`src/rtl/image_pkg.sv`:
```
// Shared types and widths for the image scan path and downstream pixel stages.
package image_pkg;

  localparam int unsigned COORD_W = 12;
  localparam int unsigned PIX_W   = 8;

  typedef enum logic [1:0] {
    IDLE  = 2'd0,
    SCAN  = 2'd1,
    DRAIN = 2'd2,
    FIN   = 2'd3
  } scan_state_t;

  typedef struct packed {
    logic [PIX_W-1:0]   r;
    logic [PIX_W-1:0]   g;
    logic [PIX_W-1:0]   b;
    logic [COORD_W-1:0] row;
    logic [COORD_W-1:0] col;
    logic               sof;
    logic               eol;
    logic               eof;
  } pix_t;

endpackage

```
`src/rtl/image_scan_ctrl_if.sv`:
```
// Bundle between the scan controller, the image reader and the pixel sink.
interface image_scan_ctrl_if;
  import image_pkg::*;

  logic               START;
  logic               ABORT;
  logic [COORD_W-1:0] IMG_WIDTH;
  logic [COORD_W-1:0] IMG_HEIGHT;
  logic [PIX_W-1:0]   PIX_R;
  logic [PIX_W-1:0]   PIX_G;
  logic [PIX_W-1:0]   PIX_B;
  logic [COORD_W-1:0] ROW;
  logic [COORD_W-1:0] COL;
  logic               OUT_VALID;
  logic               OUT_READY;
  logic [PIX_W-1:0]   OUT_R;
  logic [PIX_W-1:0]   OUT_G;
  logic [PIX_W-1:0]   OUT_B;
  logic [COORD_W-1:0] OUT_ROW;
  logic [COORD_W-1:0] OUT_COL;
  logic               OUT_SOF;
  logic               OUT_EOL;
  logic               OUT_EOF;
  logic               BUSY;
  logic               DONE;
  logic               ERR;

  modport master (
    input  START, ABORT, IMG_WIDTH, IMG_HEIGHT, PIX_R, PIX_G, PIX_B, OUT_READY,
    output ROW, COL, OUT_VALID, OUT_R, OUT_G, OUT_B, OUT_ROW, OUT_COL,
           OUT_SOF, OUT_EOL, OUT_EOF, BUSY, DONE, ERR
  );

  modport slave (
    output START, ABORT, IMG_WIDTH, IMG_HEIGHT, PIX_R, PIX_G, PIX_B, OUT_READY,
    input  ROW, COL, OUT_VALID, OUT_R, OUT_G, OUT_B, OUT_ROW, OUT_COL,
           OUT_SOF, OUT_EOL, OUT_EOF, BUSY, DONE, ERR
  );

endinterface

```
`src/rtl/image_coord_counter.sv`:
```
// Row-major raster coordinate counter with end-of-line / end-of-frame detect.
module image_coord_counter
  import image_pkg::*;
(
  input  logic               clk,
  input  logic               rst,
  input  logic               clear,
  input  logic               advance,
  input  logic [COORD_W-1:0] w_last,
  input  logic [COORD_W-1:0] h_last,
  output logic [COORD_W-1:0] row_q,
  output logic [COORD_W-1:0] col_q,
  output logic               sof_c,
  output logic               eol_c,
  output logic               last_c
);

  logic [COORD_W-1:0] row_d;
  logic [COORD_W-1:0] col_d;

  assign sof_c  = (row_q == '0) && (col_q == '0);
  assign eol_c  = (col_q == w_last);
  assign last_c = eol_c && (row_q == h_last);

  // Next coordinate: clear wins, otherwise step with column wrap.
  always_comb begin
    row_d = row_q;
    col_d = col_q;
    if (clear) begin
      row_d = '0;
      col_d = '0;
    end else if (advance) begin
      if (eol_c) begin
        col_d = '0;
        row_d = row_q + COORD_W'(1);
      end else begin
        col_d = col_q + COORD_W'(1);
      end
    end
  end

  // Coordinate registers.
  always_ff @(posedge clk) begin
    if (rst) begin
      row_q <= '0;
      col_q <= '0;
    end else begin
      row_q <= row_d;
      col_q <= col_d;
    end
  end

endmodule

```
`src/rtl/image_scan_ctrl.sv`:
```
// Raster-scan sequencer: walks the reader address space and streams registered pixels.
module image_scan_ctrl
  import image_pkg::*;
#(
  parameter int unsigned MAX_WIDTH  = 1080,
  parameter int unsigned MAX_HEIGHT = 1080
) (
  input  logic               CLK,
  input  logic               RESET,
  image_scan_ctrl_if.master  bus
);

  scan_state_t        state_q, state_d;
  pix_t               out_q, out_d;
  logic               valid_q, valid_d;
  logic               busy_q, busy_d;
  logic               done_q, done_d;
  logic               err_q, err_d;
  logic [COORD_W-1:0] w_last_q, w_last_d;
  logic [COORD_W-1:0] h_last_q, h_last_d;

  logic [COORD_W-1:0] row_q;
  logic [COORD_W-1:0] col_q;
  logic               sof_c, eol_c, last_c;
  logic               cnt_clear_c, cnt_advance_c;
  logic               size_bad_c;

  assign size_bad_c = (bus.IMG_WIDTH == '0) || (bus.IMG_HEIGHT == '0) ||
                      (bus.IMG_WIDTH  > COORD_W'(MAX_WIDTH)) ||
                      (bus.IMG_HEIGHT > COORD_W'(MAX_HEIGHT));

  image_coord_counter u_coord (
    .clk     (CLK),
    .rst     (RESET),
    .clear   (cnt_clear_c),
    .advance (cnt_advance_c),
    .w_last  (w_last_q),
    .h_last  (h_last_q),
    .row_q   (row_q),
    .col_q   (col_q),
    .sof_c   (sof_c),
    .eol_c   (eol_c),
    .last_c  (last_c)
  );

  // Next-state, output-register load and counter control.
  always_comb begin
    state_d       = state_q;
    out_d         = out_q;
    valid_d       = valid_q;
    err_d         = err_q;
    w_last_d      = w_last_q;
    h_last_d      = h_last_q;
    cnt_clear_c   = 1'b0;
    cnt_advance_c = 1'b0;

    unique case (state_q)
      IDLE: begin
        if (bus.START) begin
          w_last_d    = bus.IMG_WIDTH - COORD_W'(1);
          h_last_d    = bus.IMG_HEIGHT - COORD_W'(1);
          cnt_clear_c = 1'b1;
          err_d       = size_bad_c;
          state_d     = size_bad_c ? FIN : SCAN;
        end
      end
      SCAN: begin
        if (bus.ABORT) begin
          valid_d = 1'b0;
          state_d = FIN;
        end else if (!valid_q || bus.OUT_READY) begin
          out_d = '{r: bus.PIX_R, g: bus.PIX_G, b: bus.PIX_B, row: row_q, col: col_q,
                    sof: sof_c, eol: eol_c, eof: last_c};
          valid_d = 1'b1;
          if (last_c) begin
            state_d = DRAIN;
          end else begin
            cnt_advance_c = 1'b1;
          end
        end
      end
      DRAIN: begin
        if (bus.ABORT) begin
          valid_d = 1'b0;
          state_d = FIN;
        end else if (valid_q && bus.OUT_READY) begin
          valid_d = 1'b0;
          state_d = FIN;
        end
      end
      FIN: begin
        state_d = IDLE;
      end
      default: state_d = IDLE;
    endcase

    busy_d = (state_d != IDLE);
    done_d = (state_d == FIN);
  end

  // State and output registers.
  always_ff @(posedge CLK) begin
    if (RESET) begin
      state_q  <= IDLE;
      out_q    <= '0;
      valid_q  <= 1'b0;
      busy_q   <= 1'b0;
      done_q   <= 1'b0;
      err_q    <= 1'b0;
      w_last_q <= '0;
      h_last_q <= '0;
    end else begin
      state_q  <= state_d;
      out_q    <= out_d;
      valid_q  <= valid_d;
      busy_q   <= busy_d;
      done_q   <= done_d;
      err_q    <= err_d;
      w_last_q <= w_last_d;
      h_last_q <= h_last_d;
    end
  end

  assign bus.ROW       = row_q;
  assign bus.COL       = col_q;
  assign bus.OUT_VALID = valid_q;
  assign bus.OUT_R     = out_q.r;
  assign bus.OUT_G     = out_q.g;
  assign bus.OUT_B     = out_q.b;
  assign bus.OUT_ROW   = out_q.row;
  assign bus.OUT_COL   = out_q.col;
  assign bus.OUT_SOF   = out_q.sof;
  assign bus.OUT_EOL   = out_q.eol;
  assign bus.OUT_EOF   = out_q.eof;
  assign bus.BUSY      = busy_q;
  assign bus.DONE      = done_q;
  assign bus.ERR       = err_q;

endmodule

```
`src/flat_wrapper.sv`:
```
// flat-port wrapper written by rule: the top's interface ports become plain ports
module image_scan_ctrl_flat import image_pkg::*;
#(
  parameter int unsigned MAX_WIDTH  = 1080,
  parameter int unsigned MAX_HEIGHT = 1080
)
  (CLK, RESET, bus_START, bus_ABORT, bus_IMG_WIDTH, bus_IMG_HEIGHT, bus_PIX_R, bus_PIX_G, bus_PIX_B, bus_OUT_READY, bus_ROW, bus_COL, bus_OUT_VALID, bus_OUT_R, bus_OUT_G, bus_OUT_B, bus_OUT_ROW, bus_OUT_COL, bus_OUT_SOF, bus_OUT_EOL, bus_OUT_EOF, bus_BUSY, bus_DONE, bus_ERR);
  image_scan_ctrl_if bus_i ();
  input  logic CLK;
  input  logic RESET;
  input wire logic [$bits(bus_i.START)-1:0] bus_START;
  input wire logic [$bits(bus_i.ABORT)-1:0] bus_ABORT;
  input wire logic [$bits(bus_i.IMG_WIDTH)-1:0] bus_IMG_WIDTH;
  input wire logic [$bits(bus_i.IMG_HEIGHT)-1:0] bus_IMG_HEIGHT;
  input wire logic [$bits(bus_i.PIX_R)-1:0] bus_PIX_R;
  input wire logic [$bits(bus_i.PIX_G)-1:0] bus_PIX_G;
  input wire logic [$bits(bus_i.PIX_B)-1:0] bus_PIX_B;
  input wire logic [$bits(bus_i.OUT_READY)-1:0] bus_OUT_READY;
  output wire logic [$bits(bus_i.ROW)-1:0] bus_ROW;
  output wire logic [$bits(bus_i.COL)-1:0] bus_COL;
  output wire logic [$bits(bus_i.OUT_VALID)-1:0] bus_OUT_VALID;
  output wire logic [$bits(bus_i.OUT_R)-1:0] bus_OUT_R;
  output wire logic [$bits(bus_i.OUT_G)-1:0] bus_OUT_G;
  output wire logic [$bits(bus_i.OUT_B)-1:0] bus_OUT_B;
  output wire logic [$bits(bus_i.OUT_ROW)-1:0] bus_OUT_ROW;
  output wire logic [$bits(bus_i.OUT_COL)-1:0] bus_OUT_COL;
  output wire logic [$bits(bus_i.OUT_SOF)-1:0] bus_OUT_SOF;
  output wire logic [$bits(bus_i.OUT_EOL)-1:0] bus_OUT_EOL;
  output wire logic [$bits(bus_i.OUT_EOF)-1:0] bus_OUT_EOF;
  output wire logic [$bits(bus_i.BUSY)-1:0] bus_BUSY;
  output wire logic [$bits(bus_i.DONE)-1:0] bus_DONE;
  output wire logic [$bits(bus_i.ERR)-1:0] bus_ERR;
  assign bus_i.START = bus_START;
  assign bus_i.ABORT = bus_ABORT;
  assign bus_i.IMG_WIDTH = bus_IMG_WIDTH;
  assign bus_i.IMG_HEIGHT = bus_IMG_HEIGHT;
  assign bus_i.PIX_R = bus_PIX_R;
  assign bus_i.PIX_G = bus_PIX_G;
  assign bus_i.PIX_B = bus_PIX_B;
  assign bus_i.OUT_READY = bus_OUT_READY;
  assign bus_ROW = bus_i.ROW;
  assign bus_COL = bus_i.COL;
  assign bus_OUT_VALID = bus_i.OUT_VALID;
  assign bus_OUT_R = bus_i.OUT_R;
  assign bus_OUT_G = bus_i.OUT_G;
  assign bus_OUT_B = bus_i.OUT_B;
  assign bus_OUT_ROW = bus_i.OUT_ROW;
  assign bus_OUT_COL = bus_i.OUT_COL;
  assign bus_OUT_SOF = bus_i.OUT_SOF;
  assign bus_OUT_EOL = bus_i.OUT_EOL;
  assign bus_OUT_EOF = bus_i.OUT_EOF;
  assign bus_BUSY = bus_i.BUSY;
  assign bus_DONE = bus_i.DONE;
  assign bus_ERR = bus_i.ERR;
  image_scan_ctrl #(.MAX_WIDTH(MAX_WIDTH), .MAX_HEIGHT(MAX_HEIGHT)) u_core (.CLK(CLK), .RESET(RESET), .bus(bus_i));
endmodule
```
`config.mk`:
```
export PLATFORM = sky130hd
export DESIGN_NAME = image_scan_ctrl_flat
export DESIGN_NICKNAME = d
export VERILOG_FILES = /design/src/rtl/image_pkg.sv /design/src/rtl/image_scan_ctrl_if.sv /design/src/rtl/image_coord_counter.sv /design/src/rtl/image_scan_ctrl.sv /design/src/flat_wrapper.sv
export SDC_FILE = /design/constraint.sdc
export NUM_CORES = 1
export LEC_CHECK = 0
export BUFFER_PORTS_ARGS = -buffer_cell sky130_fd_sc_hd__buf_2
export CAP_MARGIN = 5
export CORE_UTILIZATION = 56
export DETAILED_ROUTE_END_ITERATION = 10
export GPL_ROUTABILITY_DRIVEN = 0
export PLACE_DENSITY = 0.91
export SYNTH_ARGS = -nofsm -noshare
export SYNTH_HDL_FRONTEND = slang
export SYNTH_HIERARCHICAL = 1
export SYNTH_SLANG_ARGS = --single-unit
```
`constraint.sdc`:
```
create_clock -name CLK -period 7.29 [get_ports CLK]
set_input_delay 0.3645 -clock CLK [delete_from_list [all_inputs] [get_ports CLK]]
set_output_delay 0.3645 -clock CLK [all_outputs]
set_load 0.02 [all_outputs]
```
==> run_results.csv <==
group,metric,value,unit
status,outcome,"finished clean",
logic_synthesis,synth.area.top_cells,"dfxtp_1, nand2_1, a21oi_1, xnor2_1, xor2_1",
final_layout,design_area,5700,um2
sta,finalSetupViolations,0,
critical_path,start_kind,"register",
logic_synthesis,synth_cell_types,48,
floorplanning,die_area,8990,um2
route,drtIter0Drc,400,
sta,fin_crit,3.55,ns
clock_tree,htreeDepth,3,
flow_run,max_cap_violations,0,
sta,hold_viol,0,
clock_tree,numCtsBuffers,9,
sta,slew_violations,0,
clock_tree,cts_setup_buffers,0,
final_layout,nets,760,
critical_path,timing.critical_path.slowest_cell_delay,0.79,ns
global_route,use_met1,32.6,%
route,antenna_left,0,
clock_tree,cts_resized,0,
critical_path,cp_num_buf_inv,1,
logic_synthesis,synth_fp_nets,647,
floorplanning,core,8260,um2
critical_path,cp.required,7.57,ns
sta,max_slew_margin,39.2,%
final_layout,antenna_cells,0,
global_route,grt_pass1_vias,3955,
sta,fin_crit_sh,48.7,%
critical_path,r2r_start,"u_core/u_coord/col_q[3]$_SDFFE_PP0P_",
sta,setup_tns,0,ns
logic_synthesis,yosys_warnings,6,
critical_path,crit_path_start,"u_core/u_coord/col_q[3]$_SDFFE_PP0P_",
floorplanning,rows,33,
critical_path,crit_chain,"xor2_1 > nor4_2 > nand3_1 > nor4_1 > inv_1 > o311ai_0 > a2111oi_1 > nor4_2",
logic_synthesis,yosysSeqAreaShare,43.6,%
sta,rsz0062_at_grt,"false",
sta,max_freq,0.282,GHz
critical_path,crit_path_end_kind,"register",
hold_path,hold_start,"bus_PIX_G[5]",
logic_synthesis,avgSynthCellArea,8.23,um2
floorplanning,die_y,94.8,um
power_and_ir_drop,peakVddDrop,0.0887,mV
critical_path,crit_arrival,3.83,ns
global_route,grt-busiest-layer,"met2",
logic_synthesis,netlist.area_leader.share,43.6,%
floorplanning,initial_core_util,58.4,%
placed_design,place_area,5520,um2
global_route,track_usage,25.7,%
clock_tree,clk_path_buf_depth,2,
power_and_ir_drop,p_leak,2.29,nW
clock_tree,clock-sinks,105,
clock_tree,clk_latency,0.36,ns
placed_design,port_buffers,131,
critical_path,path_max_fanout,10,
sta,fin_ws,3.74,ns
route,vias,4492,
sta,max_slew.worst_pin.slew,0.912,ns
final_layout,syn_to_final_growth,18.2,%
hold_path,hp-class,"in -> reg",
final_layout,drive_above_1_share,24.3,%
global_route,gr-usage-met2,41.8,%
logic_synthesis,yosysMostFrequentCell,"nand2_1",
critical_path,cpMostUsedCell,"nor4_2",
route,drc,0,
clock_tree,cts_tree,"yes",
logic_synthesis,synth_edf_count,0,
logic_synthesis,yosysTopAreaCell,"dfxtp_1",
critical_path,cpMaxStageDelayCell,"nor4_1",
logic_synthesis,ys_async_sr_fraction,0,%
route,wl_per_cell,14.2,um
route,route.final.wire_length,11.5,mm
clock_tree,clkTransAtPathRegs,0.10,ns
placed_design,dpl_worst_slack,3.90,ns
logic_synthesis,synth_area,4820,um2
global_route,grt_antenna_before_repair,0,
critical_path,cpLargestDelayFamily,"simple AND/OR/NAND/NOR gates",
route,drt_first_pass_iters,5,
global_route,grt_max_degree,85,
global_route,grt_pass1_wl,18.2,mm
logic_synthesis,synthCells,586,
clock_tree,cts-root-buf,"clkbuf_8",
logic_synthesis,synthFlopType,"dfxtp_1",
global_route,grt_util_met3,4.75,%
logic_synthesis,synth_seq_cells,105,
route,drt-vias-per-instance,5.55,
power_and_ir_drop,powerDensity,202,nW/um2
logic_synthesis,synth_commonest_cells,"nand2_1, dfxtp_1, a21oi_1, nor2_1",
floorplanning,die_x,94.8,um
floorplanning,io_pins,132,
global_route,grt.overflow.total,0,
critical_path,setup.worst_path.class,"reg -> reg",
placed_design,hpwl,8.18,mm
clock_tree,hold_buffers,0,
sta,worst_clock_skew,0.0158,ns
[per-layer routing]
layer	up-vias	part of all wire (%)
li1	2241	-
met1	2049	42
met2	179	49
met3	23	6.5
met4	0	2.2
met5	-	0
[cell type report]
cell class	instances	area, um2
clock buffer	11	141
sequential	105	2100
inverter	15	56.3
clock inverter	5	41.3
multi-input combinational	434	2550
tap	105	131
timing repair buffer	134	678
fill	662	2560
[per-stage QoR]
stage | hold WS, ns | util, % | cells | power, W
floorplan | 0.460 | - | 586 | 0.000777
global placement | 0.438 | 66.8 | 793 | 0.000829
detailed placement | 0.444 | 66.8 | 793 | 0.000838
CTS | 0.210 | 69.0 | 809 | 0.00116
global route | 0.205 | 69.0 | 809 | 0.00121
finish | 0.227 | 69.0 | 809 | 0.00115
[flip-flops by register name, summed over array words and instances (netlist names)]
signal	cells
u_core/bus.BUSY	1
u_core/bus.DONE	1
u_core/bus.ERR	1
u_core/bus.OUT_B	8
u_core/bus.OUT_COL	12
u_core/bus.OUT_EOF	1
u_core/bus.OUT_EOL	1
u_core/bus.OUT_G	8
u_core/bus.OUT_R	8
u_core/bus.OUT_ROW	12
u_core/bus.OUT_SOF	1
u_core/bus.OUT_VALID	1
u_core/h_last_q	12
u_core/state_q	2
u_core/u_coord/col_q	12
u_core/u_coord/row_q	12
u_core/w_last_q	12
[power breakdown]
| group | switching (W) | internal [W] |
|---|---|---|
| Combinational | 0.000124 | 0.0000730 |
| Sequential | 0.0000240 | 0.000605 |
| Clock | 0.000193 | 0.000135 |
| Total | 0.000341 | 0.000813 |
[worst paths after layout]
kind	slack, ns	endpoint	cells after the start
setup reg to reg	3.74	u_core/bus.DONE$_SDFF_PP0_	8
setup / recovery	3.74	u_core/bus.DONE$_SDFF_PP0_	8
hold reg to reg	0.46	u_core/bus.OUT_G[0]$_SDFFE_PP0P_	2
hold / removal	0.23	u_core/bus.OUT_G[5]$_SDFFE_PP0P_	3
[worst reg2reg max path, stage by stage, from the launching register on]
cell and delay, ns:
dfxtp_1 0.49, xor2_1 0.13, nor4_2 0.43, nand3_1 0.37
nor4_1 0.79, inv_1 0.17, o311ai_0 0.66, a2111oi_1 0.17
nor4_2 0.28
[cell families (layout without fill, tap and decap cells)]
logic type / count (synthesis) / in the layout / synth area share (%)
buf+inv: 47 / 165 / 3.81
fa+ha+maj: 8 / 8 / 2.08
compound gates: 115 / 115 / 14.5
mux: 1 / 1 / 0.208
simple gates: 259 / 259 / 26.5
flops: 105 / 105 / 43.6
xor+xnor: 51 / 51 / 9.26
[layout by cell type (no fill, tap or decap), drive strengths merged, types with 2 or more instances in the layout]
| master | count |
|---|---|
| nor4 | 14 |
| inv | 15 |
| clkinvlp | 2 |
| a311oi | 3 |
| or4 | 10 |
| or3 | 7 |
| o21ai | 9 |
| or2 | 2 |
| dfxtp | 105 |
| nor2 | 53 |
| ha | 8 |
| nor2b | 3 |
| nor4b | 3 |
| nand4b | 3 |
| nand4 | 12 |
| a211oi | 24 |
| o31ai | 6 |
| nor3 | 5 |
| xor2 | 25 |
| nand2b | 3 |
| clkinv | 3 |
| nand2 | 126 |
| nand3b | 2 |
| and3 | 2 |
| a21oi | 64 |
| xnor2 | 26 |
| nand3 | 11 |
| clkbuf | 11 |
| buf | 134 |
(Power assumes the default switching activity.)
